`src/rtl/uart_tx_mmio.sv`:
```
// Memory-mapped 8N1 UART transmitter: bus writes feed a small byte FIFO that a
// baud-timed FSM drains onto txd. Register block is TXDATA / STATUS / BAUDDIV.
module uart_tx_mmio #(
    parameter logic [31:0] BASE_ADDR   = 32'h0000_8000,
    parameter logic [15:0] DIV_DEFAULT = 16'd434,
    parameter int          FIFO_DEPTH  = 8
) (
    input  logic        clk,
    input  logic        rst,
    input  logic        ce,
    input  logic        we,
    input  logic [31:0] addr,
    input  logic [31:0] wtData,
    output logic [31:0] rdData,
    output logic        hit,
    output logic        txd,
    output logic        txIdle
);

    localparam int PW = $clog2(FIFO_DEPTH);
    localparam int CW = PW + 1;

    typedef enum logic [1:0] {
        IDLE  = 2'd0,
        START = 2'd1,
        DATA  = 2'd2,
        STOP  = 2'd3
    } state_t;

    // Bus: one access per cycle while ce is high; writes commit at the rising
    // edge, reads are combinational in the same cycle and have no side effects.
    logic [31:0] offset;
    logic [1:0]  reg_sel;
    logic        wr_tx;
    logic        wr_stat;
    logic        wr_div;

    assign offset  = addr - BASE_ADDR;
    assign hit     = ce & (offset < 32'd12);
    assign reg_sel = offset[3:2];
    assign wr_tx   = hit & we & (reg_sel == 2'd0);
    assign wr_stat = hit & we & (reg_sel == 2'd1);
    assign wr_div  = hit & we & (reg_sel == 2'd2);

    logic [7:0]    mem [FIFO_DEPTH];
    logic [PW-1:0] wr_ptr;
    logic [PW-1:0] rd_ptr;
    logic [CW-1:0] count;
    logic          full;
    logic          empty;
    logic          ovf;
    logic [15:0]   baud_div;

    state_t        state;
    logic [7:0]    shreg;
    logic [2:0]    bit_idx;
    logic [15:0]   baud_cnt;
    logic [15:0]   reload;

    logic          pop;
    logic          push_ok;
    logic          drop;
    logic          busy;

    assign full   = (count == CW'(FIFO_DEPTH));
    assign empty  = (count == '0);
    assign busy   = (state != IDLE);
    assign txIdle = empty & (state == IDLE);
    assign reload = baud_div - 16'd1;

    // The FSM takes a byte either from IDLE or at the very end of a stop bit,
    // which is what lets a push into a full FIFO still be accepted.
    assign pop     = ~empty & ((state == IDLE) | ((state == STOP) & (baud_cnt == 16'd0)));
    assign push_ok = wr_tx & (~full | pop);
    assign drop    = wr_tx & full & ~pop;

    always_ff @(posedge clk) begin
        if (push_ok) begin
            mem[wr_ptr] <= wtData[7:0];
        end
    end

    always_ff @(posedge clk or negedge rst) begin
        if (!rst) begin
            wr_ptr   <= '0;
            rd_ptr   <= '0;
            count    <= '0;
            ovf      <= 1'b0;
            baud_div <= DIV_DEFAULT;
        end else begin
            if (push_ok) begin
                wr_ptr <= wr_ptr + PW'(1);
            end
            if (pop) begin
                rd_ptr <= rd_ptr + PW'(1);
            end
            case ({push_ok, pop})
                2'b10:   count <= count + CW'(1);
                2'b01:   count <= count - CW'(1);
                default: count <= count;
            endcase
            if (drop) begin
                ovf <= 1'b1;
            end else if (wr_stat & wtData[3]) begin
                ovf <= 1'b0;
            end
            if (wr_div) begin
                baud_div <= (wtData[15:0] == 16'd0) ? 16'd1 : wtData[15:0];
            end
        end
    end

    // baud_cnt is reloaded from BAUDDIV only at bit boundaries, so a divider
    // write mid-bit does not stretch or shorten the bit in flight.
    always_ff @(posedge clk or negedge rst) begin
        if (!rst) begin
            state    <= IDLE;
            shreg    <= 8'd0;
            bit_idx  <= 3'd0;
            baud_cnt <= 16'd0;
            txd      <= 1'b1;
        end else begin
            case (state)
                IDLE: begin
                    if (pop) begin
                        shreg    <= mem[rd_ptr];
                        baud_cnt <= reload;
                        txd      <= 1'b0;
                        state    <= START;
                    end
                end
                START: begin
                    if (baud_cnt == 16'd0) begin
                        baud_cnt <= reload;
                        bit_idx  <= 3'd0;
                        txd      <= shreg[0];
                        state    <= DATA;
                    end else begin
                        baud_cnt <= baud_cnt - 16'd1;
                    end
                end
                DATA: begin
                    if (baud_cnt == 16'd0) begin
                        baud_cnt <= reload;
                        if (bit_idx == 3'd7) begin
                            txd   <= 1'b1;
                            state <= STOP;
                        end else begin
                            bit_idx <= bit_idx + 3'd1;
                            shreg   <= {1'b0, shreg[7:1]};
                            txd     <= shreg[1];
                        end
                    end else begin
                        baud_cnt <= baud_cnt - 16'd1;
                    end
                end
                STOP: begin
                    if (baud_cnt == 16'd0) begin
                        if (pop) begin
                            shreg    <= mem[rd_ptr];
                            baud_cnt <= reload;
                            txd      <= 1'b0;
                            state    <= START;
                        end else begin
                            state <= IDLE;
                        end
                    end else begin
                        baud_cnt <= baud_cnt - 16'd1;
                    end
                end
                default: begin
                    state <= IDLE;
                    txd   <= 1'b1;
                end
            endcase
        end
    end

    always_comb begin
        rdData = 32'd0;
        if (hit & ~we) begin
            case (reg_sel)
                2'd1:    rdData = {23'd0, 5'(count), ovf, busy, empty, full};
                2'd2:    rdData = {16'd0, baud_div};
                default: rdData = 32'd0;
            endcase
        end
    end

    logic unused_bits;
    assign unused_bits = ^{wtData[31:16], offset[1:0]};

endmodule

```
`config.mk`:
```
export PLATFORM = sky130hd
export DESIGN_NAME = uart_tx_mmio
export DESIGN_NICKNAME = d
export VERILOG_FILES = /design/src/rtl/uart_tx_mmio.sv
export SDC_FILE = /design/constraint.sdc
export NUM_CORES = 1
export LEC_CHECK = 0
export CAP_MARGIN = 20
export CORE_MARGIN = 3
export CORE_UTILIZATION = 32
export CTS_CLUSTER_DIAMETER = 200
export DETAILED_ROUTE_END_ITERATION = 16
export PLACE_DENSITY = 0.59
export SLEW_MARGIN = 20
export SYNTH_ARGS = -nofsm -noshare
export SYNTH_HDL_FRONTEND = slang
export SYNTH_SLANG_ARGS = --single-unit
```
`constraint.sdc`:
```
create_clock -name clk -period 6.26 [get_ports clk]
set_clock_uncertainty 0.2 [all_clocks]
set_input_delay 1.878 -clock clk [delete_from_list [all_inputs] [get_ports clk]]
set_output_delay 1.878 -clock clk [all_outputs]
set_load 0.05 [all_outputs]
```
Word-level counts from Yosys, hierarchy flattened
Memories as Yosys holds them, arrays and structs flattened.
Cells that the tools add are included.
- bits in registers: 57
- latch bits: 0
- memory bits (writable): 64
- bits in read-only memories: 0
- bits of input ports: 68
- output and inout port bits: 35
- memories kept: 1
- $add $sub $neg: 8
- multipliers: 0
- div/mod/pow operators: 0
- $lt $le $gt $ge: 1
- equality and inequality tests: 15
- shift-type cells: 0
- muxes and demuxes: 34
- bitwise gates (word level): 19
- reductions and logical operators: 15
- memories (name ; words ; bits a word ; read ports ; clocked after memory_dff ; write ports ; line ; RTL):
    mem ; 8 ; 8 ; 1 ; 0 ; 1 ; 45 ; logic [7:0] mem [FIFO_DEPTH];
- operator list (cell ; count):
    $mux 16 ; 5
    $pmux 16 s3 ; 1
    $logic_not 16->1 ; 2
    $lt 32x4->1 const B ; 1
    $mux 8 ; 4
    $pmux 16 s2 ; 1
    $sub 16x1->16 const B ; 2
    $sub 32x16->32 const B ; 1
    $pmux 8 s3 ; 1
    $and 1x1->1 ; 13
    $mux 1 ; 10
    $mux 2 ; 5
    $ne 2x2->1 const B ; 5
    $add 3x1->3 const B ; 3
    $mux 3 ; 3
    $eq 2x2->1 const B ; 4
    $pmux 2 s4 ; 1
    $pmux 4 s2 ; 1
    $reduce_and 4->1 ; 2
    $reduce_bool 2->1 ; 4
    $eq 2x1->1 const B ; 3
    $pmux 3 s2 ; 1
    $reduce_and 5->1 ; 1
    $add 4x1->4 const B ; 1
    other kinds (12) ; 17

Depth between registers and ports, before layout
Gate-level depths: netlist (run 1).
- word-level depth: 8
- mapped depth: 12
- depth with buffers taken out: 12

Worst setup path after synthesis (run 1)
Ideal clock, no wire load.
- path kind: input to output
- start point: input port addr[21]
- end point: output port rdData[0]
- arrival time: 4.571 ns
- slack: -0.389 ns
- stages on the path: 8
- path buffers: 1
- cell sequence: or4_1 clkbuf_1 o21a_1 nor4_4 nand3_2 nor2_4 nand3b_1 nor2_1
- cells in the longest elaborated chain, start to end: 5
- RTL lines (item ; line ; RTL):
    start: declaration ; 12 ; input logic [31:0] addr,
    $sub 32x16->32 ; 38 ; assign offset = addr - BASE_ADDR;
    $lt 32x4->1 ; 39 ; assign hit = ce & (offset < 32'd12);
    $and 1x1->1 ; 39 ;
    named net hit ; 15 ; output logic hit,
    $and 1x1->1 ; 181 ; if (hit & ~we) begin
    $mux 16 ; 181 ;
    end: declaration ; 14 ; output logic [31:0] rdData,
The timed path passes the listed nets, and every way through them passes these cells.

Worst setup path in the final report (run 1)
- start point: input port addr[21]
- end point: output port rdData[4]
- cells in the longest elaborated chain, start to end: 5
- RTL lines (item ; line):
    $sub 32x16->32 ; 38
    $lt 32x4->1 ; 39
    $and 1x1->1 ; 39
    $and 1x1->1 ; 181
    $mux 16 ; 181
Every way passes these cells.

==> run summary, run 1 <==
remaining antenna violation count -> 0
post-synthesis instance area -> 6730 sq um
Worst-path clk slew -> 0.06 ns
Pleak -> 3.49 nW
setup violators final -> 0
DP Worst Slack -> -0.281 ns
Final WS setup -> 0.114 ns
asr flop ratio synth -> 0.471
number of global-route vias before repair -> 5176
Routed WL per cell -> 17.2 um
hold path start -> shreg[0]$_DFFE_PN0P_
Post-synth EDFFs -> 64
Layout area overhead -> 30.2%
PwrDens -> 257 nW/um^2
post-synth top area cell -> edfxtp_1
Syn Area/Cell -> 11.3 sq um
Clock Power Share -> 0.439
Crit Path Class -> in -> out
Core Footprint -> 20400 sq um
synthesized instance count -> 597
Fillers -> 1878
switching power -> 611 uW
via density per instance -> 5.17
Die Span X -> 151 um
deepest clock path buffer count -> 2
Hold Buf Count CTS -> 0
IO buf count -> 68
cell row count -> 52
I/O pin count -> 103
clock tree from TritonCTS -> yes
Root Buffer -> clkbuf_16
WL final -> 16600 um
share of layout cells above drive strength 1 -> 0.222
Antenna diodes -> 0
combinational share of power -> 0.172
multi-input logic area -> 3300 sq um
slew margin rel. -> 0.267
Total Power -> 2.26 mW
DRC -> 0
CP cell instances -> dlygate4sd2_1 -> or4_4 -> o21a_1 -> nor4_4 -> nand3_4 -> nor2_4 -> nand3b_1 -> buf_6 -> nor2_2 -> buf_12
maximum VDD drop -> 0.231 mV
drt pass-1 iters -> 5
DP HPWL -> 11900 um
Nets -> 770
Worst setup startpoint -> addr[21]
CP peak stage delay -> 0.55 ns
Yosys cell types -> 71
final period utilization -> 0.982
H-tree depth -> 4
placed cell count -> 929
CTS buffer count -> 17
die area -> 22800 sq um
TNS Setup -> 0 ns
1st-iter DRT viols -> 350
Hold Crit Class -> reg -> reg
CP Data Arrival Time -> 4.07 ns
Critical Path RT -> 4.18 ns
most common cell after layout, fill and taps aside -> edfxtp_1
Yosys top cell area share -> 0.286
Final Max Slew Viols -> 0
Seq/Total Area, Yosys -> 0.499
first-pass GRT wire length -> 26900 um
worst hold slack -> 0.287 ns
CP max-delay cell -> or4_4
initial core utilization -> 0.329
Tmin final -> 6.15 ns
most frequent cells in the layout -> 64 x edfxtp_1, 50 x dfrtp_1, 47 x nand2_1, 42 x nor2_1, 34 x clkdlybuf4s50_1
Sequential Area -> 3360 sq um
non-filler cells, final -> 965
Critical Path Sink Type -> output pin
CP startpoint kind -> input pin
via count -> 4986
gpl congestion -> 0.882
Synth area leaders -> edfxtp_1 29%, dfrtp_1 19%, mux4_2 5.4%
largest net degree at the start of global routing -> 58
sw frac -> 0.271
status -> finished clean
count of final hold-check violations -> 0
FF-to-FF Start -> baud_cnt[0]$_DFF_PN0_
initial antenna violation count -> 0
power share of the sequential group -> 0.389
Main synth FF type -> edfxtp_1
Clock Latency Late Sink -> 0.42 ns
Overflow after GRT -> 0
Synthesis Warnings -> 0
Total GRT Usage -> 0.152
Worst Tran Pin Value -> 1.08 ns
Critical Path Fanout Max -> 8
height of the die -> 151 um
flop and latch count out of synthesis -> 121
Fmax -> 163 MHz
Int Pwr -> 1.64 mW
Sink Count -> 121
max cap viols -> 0
## layer usage
layer	share of wire	track usage
met1	0.44	0.190
met2	0.50	0.254
met3	0.048	0.0413
met4	0.015	0.0526
met5	0	0
## registers in the layout, summed over array words and instances, names as in the netlist
name,count
wr_ptr,3
count,4
baud_div,16
baud_cnt,16
state,2
bit_idx,3
mem,64
txd,1
ovf,1
shreg,8
rd_ptr,3
## final timing paths
| check | end | slack [ns] | depth (start not counted) |
|---|---|---|---|
| hold / removal | shreg[0]$_DFFE_PN0P_ | 0.29 | 2 |
| min in group asynchronous | baud_cnt[9]$_DFF_PN0_ | 1.42 | 2 |
| setup reg to reg | mem[2][1]$_DFFE_PP_ | 2.60 | 10 |
| hold reg to reg | shreg[0]$_DFFE_PN0P_ | 0.29 | 2 |
| setup / recovery | rdData[4] | 0.11 | 10 |
| max in group asynchronous | rd_ptr[0]$_DFFE_PN0P_ | 3.87 | 2 |
## area by class of cell
type,count,area share
clock buffer,17,0.0485
clock inverter,14,0.0196
inverter,17,0.00728
multi-input combinational,428,0.377
sequential,121,0.383
tap,270,0.0385
timing repair buffer,98,0.126
## Yosys cell counts, drive strengths merged, types with 3 or more instances
library cell	number
a21o	5
a21oi	32
a22o	4
a22oi	7
and2	10
buf	24
clkbuf	22
dfrtp	51
dfstp	6
edfxtp	64
ha	18
inv	17
mux2	19
mux2i	11
mux4	16
nand2	47
nand2b	5
nand3	7
nand4	4
nor2	52
nor3	24
nor3b	6
nor4	18
nor4b	3
o211ai	3
o21a	5
o21ai	26
o221ai	4
o22a	3
o22ai	5
o31ai	4
or2	5
or3	7
or4	5
xnor2	26
xor2	9
## metrics by stage
stage	utilization	cell area (sq um)
finish	0.429	8760
detailed placement	0.389	7950
floorplan	-	6810
global placement	0.389	7940
CTS	0.423	8640
global route	0.429	8760
## power by group through the flow
stage / Clock (mW) / Combinational, mW / Sequential, mW
after floorplan: 0 / 0.285 / 0.879
after global placement: 0 / 0.369 / 0.893
after detailed placement: 0 / 0.385 / 0.894
after CTS: 1.01 / 0.389 / 0.879
after global routing: 1.05 / 0.432 / 0.880
final: 0.990 / 0.388 / 0.878
## logic make-up (layout without fill, tap and decap cells)
kind of cell / count (synthesis) / after routing / share of synthesized area
AOI/OAI and AO/OA: 113 / 113 / 0.108
xor gates and xnor gates: 35 / 35 / 0.0455
adders and majority gates: 19 / 19 / 0.0364
buffers and inverters: 63 / 146 / 0.0457
DFF: 121 / 121 / 0.499
muxes: 46 / 46 / 0.107
other: 1 / 16 / 0.000557
and+or+nand+nor: 199 / 199 / 0.158
## timing repair
action | 4_1_cts | 5_1_grt
pin swaps | 10 | 7
endpoints found under the setup margin | 16 | 16
resized for setup | 23 | 25
setup buffers | 4 | 1
## critical path, delay by kind of cell
family                 cells  cell delay, ns
AO/OA/AOI/OAI              1            0.23
AND/OR/NAND/NOR            6            1.37
buffers and inverters      3            0.59
(Power assumes the default switching activity.)
==> run 2, diff against run 1 <==
--- a/config.mk
+++ b/config.mk
@@ -6,6 +6,7 @@
 export NUM_CORES = 1
 export LEC_CHECK = 0
 export CAP_MARGIN = 20
+export CORE_ASPECT_RATIO = 0.5
 export CORE_MARGIN = 3
 export CORE_UTILIZATION = 32
 export CTS_CLUSTER_DIAMETER = 200
==> run summary, run 2 (synthesized netlist as in run 1, its figures left out) <==
Fmax -> 162 MHz (-0.57%)
power share of the sequential group -> 0.414 (+0.025)
non-filler cells, final -> 968 (+0.31%)
Routed WL per cell -> 17.2 um (about the same)
Nets -> 776 (+0.78%)
largest net degree at the start of global routing -> 58 (unchanged)
final period utilization -> 0.987 (+0.00561)
Int Pwr -> 1.52 mW (-7.3%)
H-tree depth -> 4 (unchanged)
Clock Power Share -> 0.402 (-0.037)
setup violators final -> 0 (unchanged)
cell row count -> 36 (-31%)
deepest clock path buffer count -> 2 (unchanged)
gpl congestion -> 0.823 (-6.7%)
WL final -> 16600 um (+0.31%)
clock tree from TritonCTS -> yes
sw frac -> 0.283 (+0.0123)
Root Buffer -> clkbuf_16
via density per instance -> 5.16 (-0.17%)
CP startpoint kind -> input pin
count of final hold-check violations -> 0 (unchanged)
combinational share of power -> 0.184 (+0.012)
CP peak stage delay -> 0.55 ns (about the same)
CP Data Arrival Time -> 4.10 ns (+0.03 ns)
number of global-route vias before repair -> 5036 (-2.7%)
first-pass GRT wire length -> 26500 um (-1.3%)
slew margin rel. -> 0.360 (+0.0940)
Worst Tran Pin Value -> 0.959 ns (-0.125 ns)
height of the die -> 109 um (-28%)
remaining antenna violation count -> 0 (unchanged)
Die Span X -> 211 um (+40%)
Critical Path Fanout Max -> 8 (unchanged)
initial core utilization -> 0.336 (+0.00633)
Clock Latency Late Sink -> 0.42 ns (about the same)
Crit Path Class -> in -> out
Total GRT Usage -> 0.150 (-0.00240)
maximum VDD drop -> 0.164 mV (-29%)
Sink Count -> 121 (unchanged)
Hold Crit Class -> reg -> reg
Largest register FFs -> 64 (unchanged)
placed cell count -> 929 (unchanged)
most frequent cells in the layout -> 64 x edfxtp_1, 51 x dfrtp_1, 47 x nand2_1, 42 x nor2_1, 41 x clkdlybuf4s50_1
Worst-path clk slew -> 0.05 ns (about the same)
via count -> 4993 (+0.14%)
Top reg by flops -> mem
Overflow after GRT -> 0 (unchanged)
PwrDens -> 245 nW/um^2 (-4.8%)
CP max-delay cell -> or4_4
die area -> 22900 sq um (+0.46%)
DRC -> 0 (unchanged)
IO buf count -> 68 (unchanged)
Tmin final -> 6.18 ns (+0.0351 ns)
DP HPWL -> 11600 um (-2.7%)
Antenna diodes -> 0 (unchanged)
buffer and inverter count on the worst path -> 4 (+1)
Critical Path Sink Type -> output pin
share of layout cells above drive strength 1 -> 0.219 (-0.00221)
initial antenna violation count -> 0 (unchanged)
kind of cell adding the most delay to the critical path -> simple AND/OR/NAND/NOR gates
Critical Path RT -> 4.18 ns (about the same)
Final Max Slew Viols -> 0 (unchanged)
most common cell after layout, fill and taps aside -> edfxtp_1
status -> finished clean
RSZ-0062 raised after global routing -> yes
switching power -> 602 uW (-1.5%)
1st-iter DRT viols -> 317 (-9.4%)
drt pass-1 iters -> 5 (unchanged)
Layout area overhead -> 28.8%
Pleak -> 3.42 nW (-2.1%)
Core Footprint -> 20000 sq um (-1.9%)
CP cell instances -> dlygate4sd2_1 -> or4_4 -> buf_4 -> o21a_1 -> nor3_1 -> o21ai_2 -> nor4b_4 -> buf_6 -> and2_4 -> buf_12
Hold Buf Count CTS -> 0 (unchanged)
I/O pin count -> 103 (unchanged)
fin util -> 0.433 (+0.00375)
Regs by FF count -> mem: 64 flops, baud_cnt: 16 flops, baud_div: 16 flops
max cap viols -> 0 (unchanged)
CTS buffer count -> 17 (unchanged)
## run 2: cell count changes in the layout (fill, tap and decap cells not counted), sizes merged, moves of 3 or more
| cell | before | now |
|---|---|---|
| clkdlybuf4s50 | 34 | 41 |
| buf | 48 | 54 |
| dlymetal6s2s | 11 | 5 |
| bufinv | 3 | 0 |
| clkinv | 5 | 8 |
## run 2: area by class of cell
cell class / count / area, sq um
inverters: 17 / 63.8
multi-input cells: 428 / 3270
clock buffers: 19 / 433
well taps: 266 / 333
flip-flops and latches: 121 / 3360
repair buffers: 104 / 1140
fillers: 1828 / 11400
clock inverters: 13 / 80.1
## run 2: routing by layer
layer	global-route usage	wire length, um	share of wire
met1	0.191	7500	0.45
met2	0.255	8220	0.49
met3	0.0351	716	0.043
met4	0.0463	201	0.012
met5	0	0	0
## run 2: worst min-delay path, cell delays in order, from the launching register on
cell and delay, ns:
dfrtp_1 0.34, nand2_1 0.05, o31ai_1 0.06
## run 2: power by group through the flow
stage,sequential [mW],clock [mW],combinational [mW]
after floorplan,0.879,0,0.285
after global placement,0.895,0,0.375
after detailed placement,0.895,0,0.386
after CTS,0.880,0.871,0.389
after global routing,0.881,0.911,0.435
final,0.880,0.854,0.392
## run 2: what timing repair did
action | CTS | global route
resized for setup | 26 | 12
buffers inserted | 4 | 3
setup endpoints to repair | 16 | 16
pin swaps | 5 | 15
## run 2: worst paths after layout
kind                                        from                      to  slack, ns  cells after the start
max                                     addr[20]              rdData[12]       0.08                     10
min reg2reg                 shreg[7]$_DFFE_PN0P_    shreg[7]$_DFFE_PN0P_       0.28                      2
max reg2reg                baud_cnt[0]$_DFF_PN0_     mem[5][6]$_DFFE_PP_       2.55                     10
max in group asynchronous                    rst    shreg[7]$_DFFE_PN0P_       3.91                      2
min                         shreg[7]$_DFFE_PN0P_    shreg[7]$_DFFE_PN0P_       0.28                      2
min in group asynchronous                    rst  baud_cnt[12]$_DFF_PN0_       1.42                      2
## run 2: stage by stage
step / setup slack [ns] / area (sq um) / TNS [ns] / hold slack (ns) / power [mW]
global placement: -0.338 / 7970 / -4.26 / 0.265 / 1.27
floorplan: -0.325 / 6810 / -2.60 / 0.249 / 1.16
CTS: 0.0105 / 8600 / 0 / 0.290 / 2.14
global route: -0.0354 / 8670 / -0.403 / 0.325 / 2.23
finish: 0.0788 / 8670 / 0 / 0.284 / 2.13
detailed placement: -0.394 / 7970 / -4.95 / 0.276 / 1.28
